==> src/rtl/fifo_ctrl.sv <==
// fifo_ctrl: pointer, status and FWFT prefetch control for a 1R/1W
// synchronous FIFO RAM with a one-cycle registered read.
// The RAM holds up to DEPTH entries and a 2-entry head/skid buffer plus
// one in-flight fetch sit in front of it, so the consumer sees
// first-word-fall-through data with no read latency.
// Optional build macro FIFO_CTRL_LEVEL_EN adds a registered 'level'
// output giving the total number of stored entries.
module fifo_ctrl #(
    parameter int DATA_WIDTH = 16,
    parameter int ADDR_BITS  = 5
) (
    input  logic                  clk,
    input  logic                  reset,
    input  logic                  push,
    input  logic [DATA_WIDTH-1:0] push_data,
    output logic                  full,
    input  logic                  pop,
    output logic [DATA_WIDTH-1:0] pop_data,
    output logic                  pop_valid,
    output logic                  overflow,
    output logic                  underflow,
    output logic                  ram_wr_en,
    output logic [ADDR_BITS-1:0]  ram_wr_addr,
    output logic [DATA_WIDTH-1:0] ram_wr_data,
    output logic [ADDR_BITS-1:0]  ram_rd_addr,
    input  logic [DATA_WIDTH-1:0] ram_rd_data
`ifdef FIFO_CTRL_LEVEL_EN
    ,
    output logic [ADDR_BITS+1:0]  level
`endif
);

    localparam int PTR_W = ADDR_BITS + 1;
    localparam logic [PTR_W-1:0] DEPTH_PTR = {1'b1, {ADDR_BITS{1'b0}}};

    // Registered state
    logic [PTR_W-1:0]      wr_ptr_r;
    logic [PTR_W-1:0]      rd_ptr_r;
    logic                  fetch_pending_r;
    logic [1:0]            buf_cnt_r;
    logic [DATA_WIDTH-1:0] head_r;
    logic [DATA_WIDTH-1:0] skid_r;
    logic                  full_r;
    logic                  pop_valid_r;
    logic                  overflow_r;
    logic                  underflow_r;

    // Combinational next-state terms
    logic [PTR_W-1:0]      ram_count_s;
    logic                  push_ok_s;
    logic                  pop_ok_s;
    logic [2:0]            demand_s;
    logic                  fetch_s;
    logic [PTR_W-1:0]      wr_ptr_nxt_s;
    logic [PTR_W-1:0]      rd_ptr_nxt_s;
    logic [PTR_W-1:0]      ram_count_nxt_s;
    logic [1:0]            cnt_nxt_s;
    logic [DATA_WIDTH-1:0] head_nxt_s;
    logic [DATA_WIDTH-1:0] skid_nxt_s;

    // Pointer arithmetic and fetch decision. The fetch only reads entries
    // already counted in ram_count, so it never hits the address being
    // written this cycle. demand_s is the buffer occupancy once the
    // pending capture and this cycle's pop have settled.
    always_comb begin
        ram_count_s     = wr_ptr_r - rd_ptr_r;
        push_ok_s       = push & ~full_r;
        pop_ok_s        = pop & pop_valid_r;
        demand_s        = {1'b0, buf_cnt_r} + {2'b00, fetch_pending_r} - {2'b00, pop_ok_s};
        fetch_s         = (ram_count_s != {PTR_W{1'b0}}) && (demand_s < 3'd2);
        wr_ptr_nxt_s    = wr_ptr_r + {{ADDR_BITS{1'b0}}, push_ok_s};
        rd_ptr_nxt_s    = rd_ptr_r + {{ADDR_BITS{1'b0}}, fetch_s};
        ram_count_nxt_s = wr_ptr_nxt_s - rd_ptr_nxt_s;
    end

    // Head/skid buffer update: captures fill the first free slot, pops
    // shift the skid forward, and a simultaneous pop+capture keeps order.
    always_comb begin
        head_nxt_s = head_r;
        skid_nxt_s = skid_r;
        cnt_nxt_s  = buf_cnt_r;
        case ({fetch_pending_r, pop_ok_s})
            2'b10: begin
                cnt_nxt_s = buf_cnt_r + 2'd1;
                if (buf_cnt_r == 2'd0) begin
                    head_nxt_s = ram_rd_data;
                end else begin
                    skid_nxt_s = ram_rd_data;
                end
            end
            2'b01: begin
                cnt_nxt_s = buf_cnt_r - 2'd1;
                if (buf_cnt_r == 2'd2) begin
                    head_nxt_s = skid_r;
                end else begin
                    head_nxt_s = head_r;
                end
            end
            2'b11: begin
                cnt_nxt_s = buf_cnt_r;
                if (buf_cnt_r == 2'd2) begin
                    head_nxt_s = skid_r;
                    skid_nxt_s = ram_rd_data;
                end else begin
                    head_nxt_s = ram_rd_data;
                end
            end
            default: begin
                cnt_nxt_s = buf_cnt_r;
            end
        endcase
    end

    // State register; reset drops all contents including an in-flight fetch.
    always_ff @(posedge clk) begin
        if (reset) begin
            wr_ptr_r        <= {PTR_W{1'b0}};
            rd_ptr_r        <= {PTR_W{1'b0}};
            fetch_pending_r <= 1'b0;
            buf_cnt_r       <= 2'd0;
            head_r          <= {DATA_WIDTH{1'b0}};
            skid_r          <= {DATA_WIDTH{1'b0}};
            full_r          <= 1'b0;
            pop_valid_r     <= 1'b0;
            overflow_r      <= 1'b0;
            underflow_r     <= 1'b0;
        end else begin
            wr_ptr_r        <= wr_ptr_nxt_s;
            rd_ptr_r        <= rd_ptr_nxt_s;
            fetch_pending_r <= fetch_s;
            buf_cnt_r       <= cnt_nxt_s;
            head_r          <= head_nxt_s;
            skid_r          <= skid_nxt_s;
            full_r          <= (ram_count_nxt_s == DEPTH_PTR);
            pop_valid_r     <= (cnt_nxt_s != 2'd0);
            overflow_r      <= overflow_r | (push & full_r);
            underflow_r     <= underflow_r | (pop & ~pop_valid_r);
        end
    end

`ifdef FIFO_CTRL_LEVEL_EN
    logic [ADDR_BITS+1:0] level_r;

    // Total stored entries (RAM + buffer + in-flight) tracking current state.
    always_ff @(posedge clk) begin
        if (reset) begin
            level_r <= {(ADDR_BITS+2){1'b0}};
        end else begin
            level_r <= {1'b0, ram_count_nxt_s}
                     + {{ADDR_BITS{1'b0}}, cnt_nxt_s}
                     + {{(ADDR_BITS+1){1'b0}}, fetch_s};
        end
    end

    assign level = level_r;
`endif

    assign full        = full_r;
    assign pop_data    = head_r;
    assign pop_valid   = pop_valid_r;
    assign overflow    = overflow_r;
    assign underflow   = underflow_r;
    assign ram_wr_en   = push_ok_s;
    assign ram_wr_addr = wr_ptr_r[ADDR_BITS-1:0];
    assign ram_wr_data = push_data;
    assign ram_rd_addr = rd_ptr_r[ADDR_BITS-1:0];

endmodule

==> config.mk <==
export PLATFORM = sky130hd
export DESIGN_NAME = fifo_ctrl
export DESIGN_NICKNAME = d
export VERILOG_FILES = /design/src/rtl/fifo_ctrl.sv
export SDC_FILE = /design/constraint.sdc
export NUM_CORES = 1
export LEC_CHECK = 0
export BUFFER_PORTS_ARGS = -buffer_cell sky130_fd_sc_hd__buf_2
export CAP_MARGIN = 20
export CORE_UTILIZATION = 31
export CTS_CLUSTER_SIZE = 16
export DETAILED_ROUTE_END_ITERATION = 6
export GPL_TIMING_DRIVEN = 0
export PLACE_DENSITY = 0.63
export SYNTH_ARGS = -nofsm -noshare
export SYNTH_HDL_FRONTEND = slang
export SYNTH_SLANG_ARGS = --single-unit
==> constraint.sdc <==
create_clock -name clk -period 5.65 [get_ports clk]
set_clock_uncertainty 0.15 [all_clocks]
set_input_delay 1.13 -clock clk [delete_from_list [all_inputs] [get_ports clk]]
set_output_delay 1.13 -clock clk [all_outputs]
set_load 0.005 [all_outputs]
Yosys cells after proc, flatten, opt, wreduce, memory -nomap -nowiden. Cells that the tools add are included.

Bits in registers: 51. Bits in latches: 0. Bits in writable memories: 0. Memory bits (read-only): 0. Input bits: 36. Output and inout bits: 47. Memories kept: 0.

$add $sub $neg: 8. Multiply operators: 0. Div/mod/pow operators: 0. Magnitude comparators: 1. Eq/ne operators: 9. Shift operators: 0. Mux-type cells: 8. Bitwise logic cells: 8. Reduce and logical (&&, ||, !) cells: 8.

Operator list (number): $mux W16 (5); $pmux W16 S3 (1); $pmux W16 S2 (1); $add A6 B1 Y6 (2); $sub A6 B6 Y6 (2); $ne A2 B2 Y1 const B (4); $eq A2 B2 Y1 const B (3); $eq A6 B6 Y1 const B (1); $reduce_and A3 Y1 (2); $reduce_bool A6 Y1 (1); $and A1 B1 Y1 (4); $pmux W2 S2 (1); $reduce_bool A2 Y1 (2); $add A2 B1 Y3 (1); $lt A3 B2 Y1 const B (1); $reduce_bool A3 Y1 (1); $sub A3 B1 Y3 (1); $add A2 B1 Y2 const B (1); $eq A2 B1 Y1 const B (1); $logic_not A2 Y1 (1); $not A1 Y1 (2); $or A1 B1 Y1 (2); $sub A2 B1 Y2 const B (1); $logic_and A1 B1 Y1 (1).

Logic depth before layout (Yosys ltp).
Depth in word-level cells: 7. Depth in mapped cells: 16. Depth with buffers taken out: 16.

Worst setup path after synthesis. No wires, ideal clock.

Kind: input -> register. From: input pop. To: register full_r, in the netlist full. Arrival time: 4060 ps. Data required time: 5430 ps. Setup slack: 1370 ps. Stages: 16. Cells stage by stage: nand2_1 -> inv_1 -> ha_1 -> nand2b_1 -> fa_1 -> xnor2_1 -> o311a_1 -> ha_1 -> ha_1 -> xnor2_1 -> ha_1 -> a21oi_1 -> a21boi_1 -> a31oi_1 -> or4_1 -> a21oi_1.

Word-level cells in the longest chain between the ends: 7.

RTL lines: from (decl) (RTL line 17) `input logic pop,`; $and A1 B1 Y1 (RTL line 68) `pop_ok_s = pop & pop_valid_r;`; $sub A3 B1 Y3 (RTL line 69) `demand_s = {1'b0, buf_cnt_r} + {2'b00, fetch_pending_r} - {2'b00, pop_ok_s};`; $lt A3 B2 Y1 (RTL line 70) `fetch_s = (ram_count_s != {PTR_W{1'b0}}) && (demand_s < 3'd2);`; $logic_and A1 B1 Y1 (RTL line 70); named net fetch_s (RTL line 53) `logic fetch_s;`; $add A6 B1 Y6 (RTL line 72) `rd_ptr_nxt_s = rd_ptr_r + {{ADDR_BITS{1'b0}}, fetch_s};`; $sub A6 B6 Y6 (RTL line 73) `ram_count_nxt_s = wr_ptr_nxt_s - rd_ptr_nxt_s;`; $eq A6 B6 Y1 (RTL line 134) `full_r <= (ram_count_nxt_s == DEPTH_PTR);`; to (signal assigned) (RTL line 134); to (decl) (RTL line 43) `logic full_r;`.

The timed path passes the listed nets, and every way through them passes these cells. A chain may end at the register's enable or synchronous reset.

Worst setup path after layout. Ends and elaborated chain as after synthesis.

==> flow_summary.ini <==
[outcome]
status = completed

[synth]
synthCells = 285
synthAdderAreaFrac = 0.09519
synth_top_family_by_area = compound AO/OA/AOI/OAI gates
synth-compound-area-share = 0.1502
syn_area_per_cell_um2 = 9.500
synth_top_area_cell = dfxtp_1
syn-num-nets = 341
ys_warn_count = 0
yosysUniqueCellTypes = 38
synth_area_leaders = dfxtp_1, ha_1, buf_4
synth.area.mux_share = 0.06423
ys_ff_latch = 51
syn_area_um2 = 2708
netlist.area_leader.share = 0.3771
yosys.area_share.simple = 0.1285
ys_seq_area_frac = 0.3771
synth-xor-area-share = 0.06285

[flow_run]
maxCapViolCount = 0

[sta]
max_freq_mhz = 227.0
setup_viol = 0
period_share = 0.7797
hold_violations = 0
slew_headroom = 0.5372
max_slew.worst_pin.slew_ps = 694.2
fin_hold_ws_ps = 339.6
worst_slack_ps = 1245
min_period_ps = 4406
finalMaxSlewViolations = 0
rsz0062_at_grt = false
finalSetupTns_ps = 0

[cts]
cts_resized = 0
htreeDepth = 2
cts_hold_buf = 0
insertion_delay_ps = 310
numCtsBuffers = 5
cts_tree = done
cts_setup_buffers = 0
path_clk_slew_ps = 90
root_buffer = clkbuf_8
cts_max_path_buffers = 2
clock-sinks = 51

[critical_path]
worst_ep_required_time_ps = 5740
cp_max_fo = 3
arrival_ps = 4500
cp-start-kind = input pin
worstSetupPathType = input pin to flip-flop
cp-end-kind = flip-flop

[routing]
dr_total_vias = 2142
viasPerCell = 4.636
dr.pass1.iters = 4
avgRoutedWirePerCell_um = 12.90
drtAntennaViolNets = 0
drtIter0Drc = 115
drcViolationCount = 0
wl_mm = 5.960

[power_and_ir_drop]
swShare = 0.3637
power_density_nw_per_um2 = 413.7
power_frac_seq = 0.366
power.internal_w = 0.0008610
leakagePower_nw = 1.447
p_comb_frac = 0.446
vdd_ir_drop_max_mv = 0.1356
clock_power_share = 0.188
switchingPower_w = 0.0004921

[grt]
overflow = 0
grt_pass1_wl_mm = 9.487
grt_pass1_vias = 2049
antenna_found_initial = 0
grt_usage = 0.1354
grt_max_degree = 16

[placement]
dp_hpwl_mm = 4.543
port-buffer-count = 65
pre_cts_slack_ps = 934.2
gp_congestion = 0.7415

[floorplan]
dieArea_um2 = 9112
die_h_um = 95.46
start_util = 0.3246
die_x_um = 95.46
fp.coreArea_um2 = 8341
io_pins = 83
rows = 33

[hold_path]
hold_path_class = flip-flop to flip-flop

[finish]
synthToLayoutAreaGrowth_pct = 20.79
multi_input_area_um2 = 1356
antenna_cells = 0
nNetsFinal = 413
layout-drive-gt1-share = 0.3473
num-fill-cells = 856
regArea_um2 = 1021
==> path summary, 6_finish.rpt <==
path                                   start        end  slack, ps  depth (start not counted)
worst max-delay path                     pop       full       1240                         17
worst min-delay path               underflow  underflow        340                          2
worst max register to register  buf_cnt_r[0]       full       1830                         16
worst min register to register     underflow  underflow        340                          2
==> worst max-delay path: stages <==
cell	delay [ps]
buf_2	110
nand2_1	100
inv_1	90
ha_1	260
nand2b_1	150
fa_1	370
xnor2_1	140
o311a_1	220
ha_1	200
ha_1	200
nand3_1	100
xnor2_1	240
ha_1	290
a21oi_1	150
a31oi_1	90
or4_1	510
a21oi_1	130
==> area by class of cell <==
class / instances / share of cell area
tap: 105 / 0.04017
clock buffer: 5 / 0.02104
inverter: 15 / 0.01721
sequential: 51 / 0.3122
multi-input combinational: 180 / 0.4147
clock inverter: 2 / 0.01148
buffer: 39 / 0.08378
timing repair buffer: 65 / 0.09946
==> stage by stage <==
step           total power [W]    util  cells  cell area [µm²]
2_1_floorplan        0.0009378       -    285             2708
3_3_place_gp          0.001094  0.3794    455             3164
3_5_place_dp          0.001113  0.3794    455             3164
4_1_cts               0.001366  0.3921    462             3271
5_1_grt               0.001462  0.3921    462             3271
6_report              0.001353  0.3921    462             3271
==> per-layer routing <==
layer | vias to the layer above | GRT usage | share of wire
li1 | 1081 | - | -
met1 | 998 | 0.1764 | 0.47
met2 | 53 | 0.2202 | 0.47
met3 | 10 | 0.02233 | 0.041
met4 | 0 | 0.05721 | 0.023
met5 | - | 0 | 0
==> cells by family after synthesis <==
kind of cell | after synthesis
and+or+nand+nor | 77
DFF | 51
AOI/OAI and AO/OA | 49
adders and majority gates | 20
muxes | 17
buffers and inverters | 54
xor gates and xnor gates | 17
==> flip-flops by register name, indices dropped and copies added, names as in the netlist, 2 cells and up <==
| register | count |
|---|---|
| pop_data | 16 |
| skid_r | 16 |
| rd_ptr_r | 6 |
| wr_ptr_r | 6 |
| buf_cnt_r | 2 |
==> synthesized netlist by cell type <==
master and n:
o21ai_1 1, a31oi_1 1, or4_1 1, nor2b_2 1, o311a_1 1, nor4_1 1
nand2b_1 2, dfxtp_1 51, nor2_2 3, mux2i_2 1, xnor2_1 11, a21o_1 1
a22oi_1 17, a211oi_1 7, xor2_1 4, nand3_1 4, ha_1 19, a211oi_4 1
a211oi_2 9, a21oi_1 8, a21o_2 1, buf_2 3, mux2i_1 16, buf_4 29
clkbuf_1 5, nand2_1 7, o2111ai_1 1, inv_2 1, nand3b_1 2, inv_1 14
buf_6 2, nor2b_1 8, nor2_1 47, nand4_1 1, xnor2_2 1, fa_1 1
xnor3_1 1, a21boi_1 1
==> layout by cell type (no fill, tap or decap), types with 2 or more instances in the layout <==
| master | netlist | layout |
|---|---|---|
| nor2_2 | 3 | 3 |
| nand2_1 | 7 | 7 |
| ha_1 | 19 | 19 |
| a211oi_2 | 9 | 9 |
| a211oi_1 | 7 | 7 |
| dfxtp_1 | 51 | 51 |
| inv_1 | 14 | 14 |
| mux2i_1 | 16 | 16 |
| xnor2_1 | 11 | 11 |
| nand3b_1 | 2 | 2 |
| buf_2 | 3 | 68 |
| buf_4 | 29 | 29 |
| nand2b_1 | 2 | 2 |
| clkbuf_8 | 0 | 5 |
| nor2b_1 | 8 | 8 |
| nand3_1 | 4 | 4 |
| xor2_1 | 4 | 4 |
| nor2_1 | 47 | 47 |
| clkbuf_1 | 5 | 5 |
| buf_6 | 2 | 2 |
| a22oi_1 | 17 | 17 |
| a21oi_1 | 8 | 8 |
==> power by group through the flow <==
stage                     Sequential, W  Combinational [W]  Clock (W)
after floorplan                0.000498           0.000440          0
after global placement         0.000501           0.000592          0
after detailed placement       0.000504           0.000609          0
after CTS                      0.000496           0.000611   0.000258
after global routing           0.000507           0.000684   0.000271
final                          0.000495           0.000604   0.000254
Power figures use the tool's default switching activity.
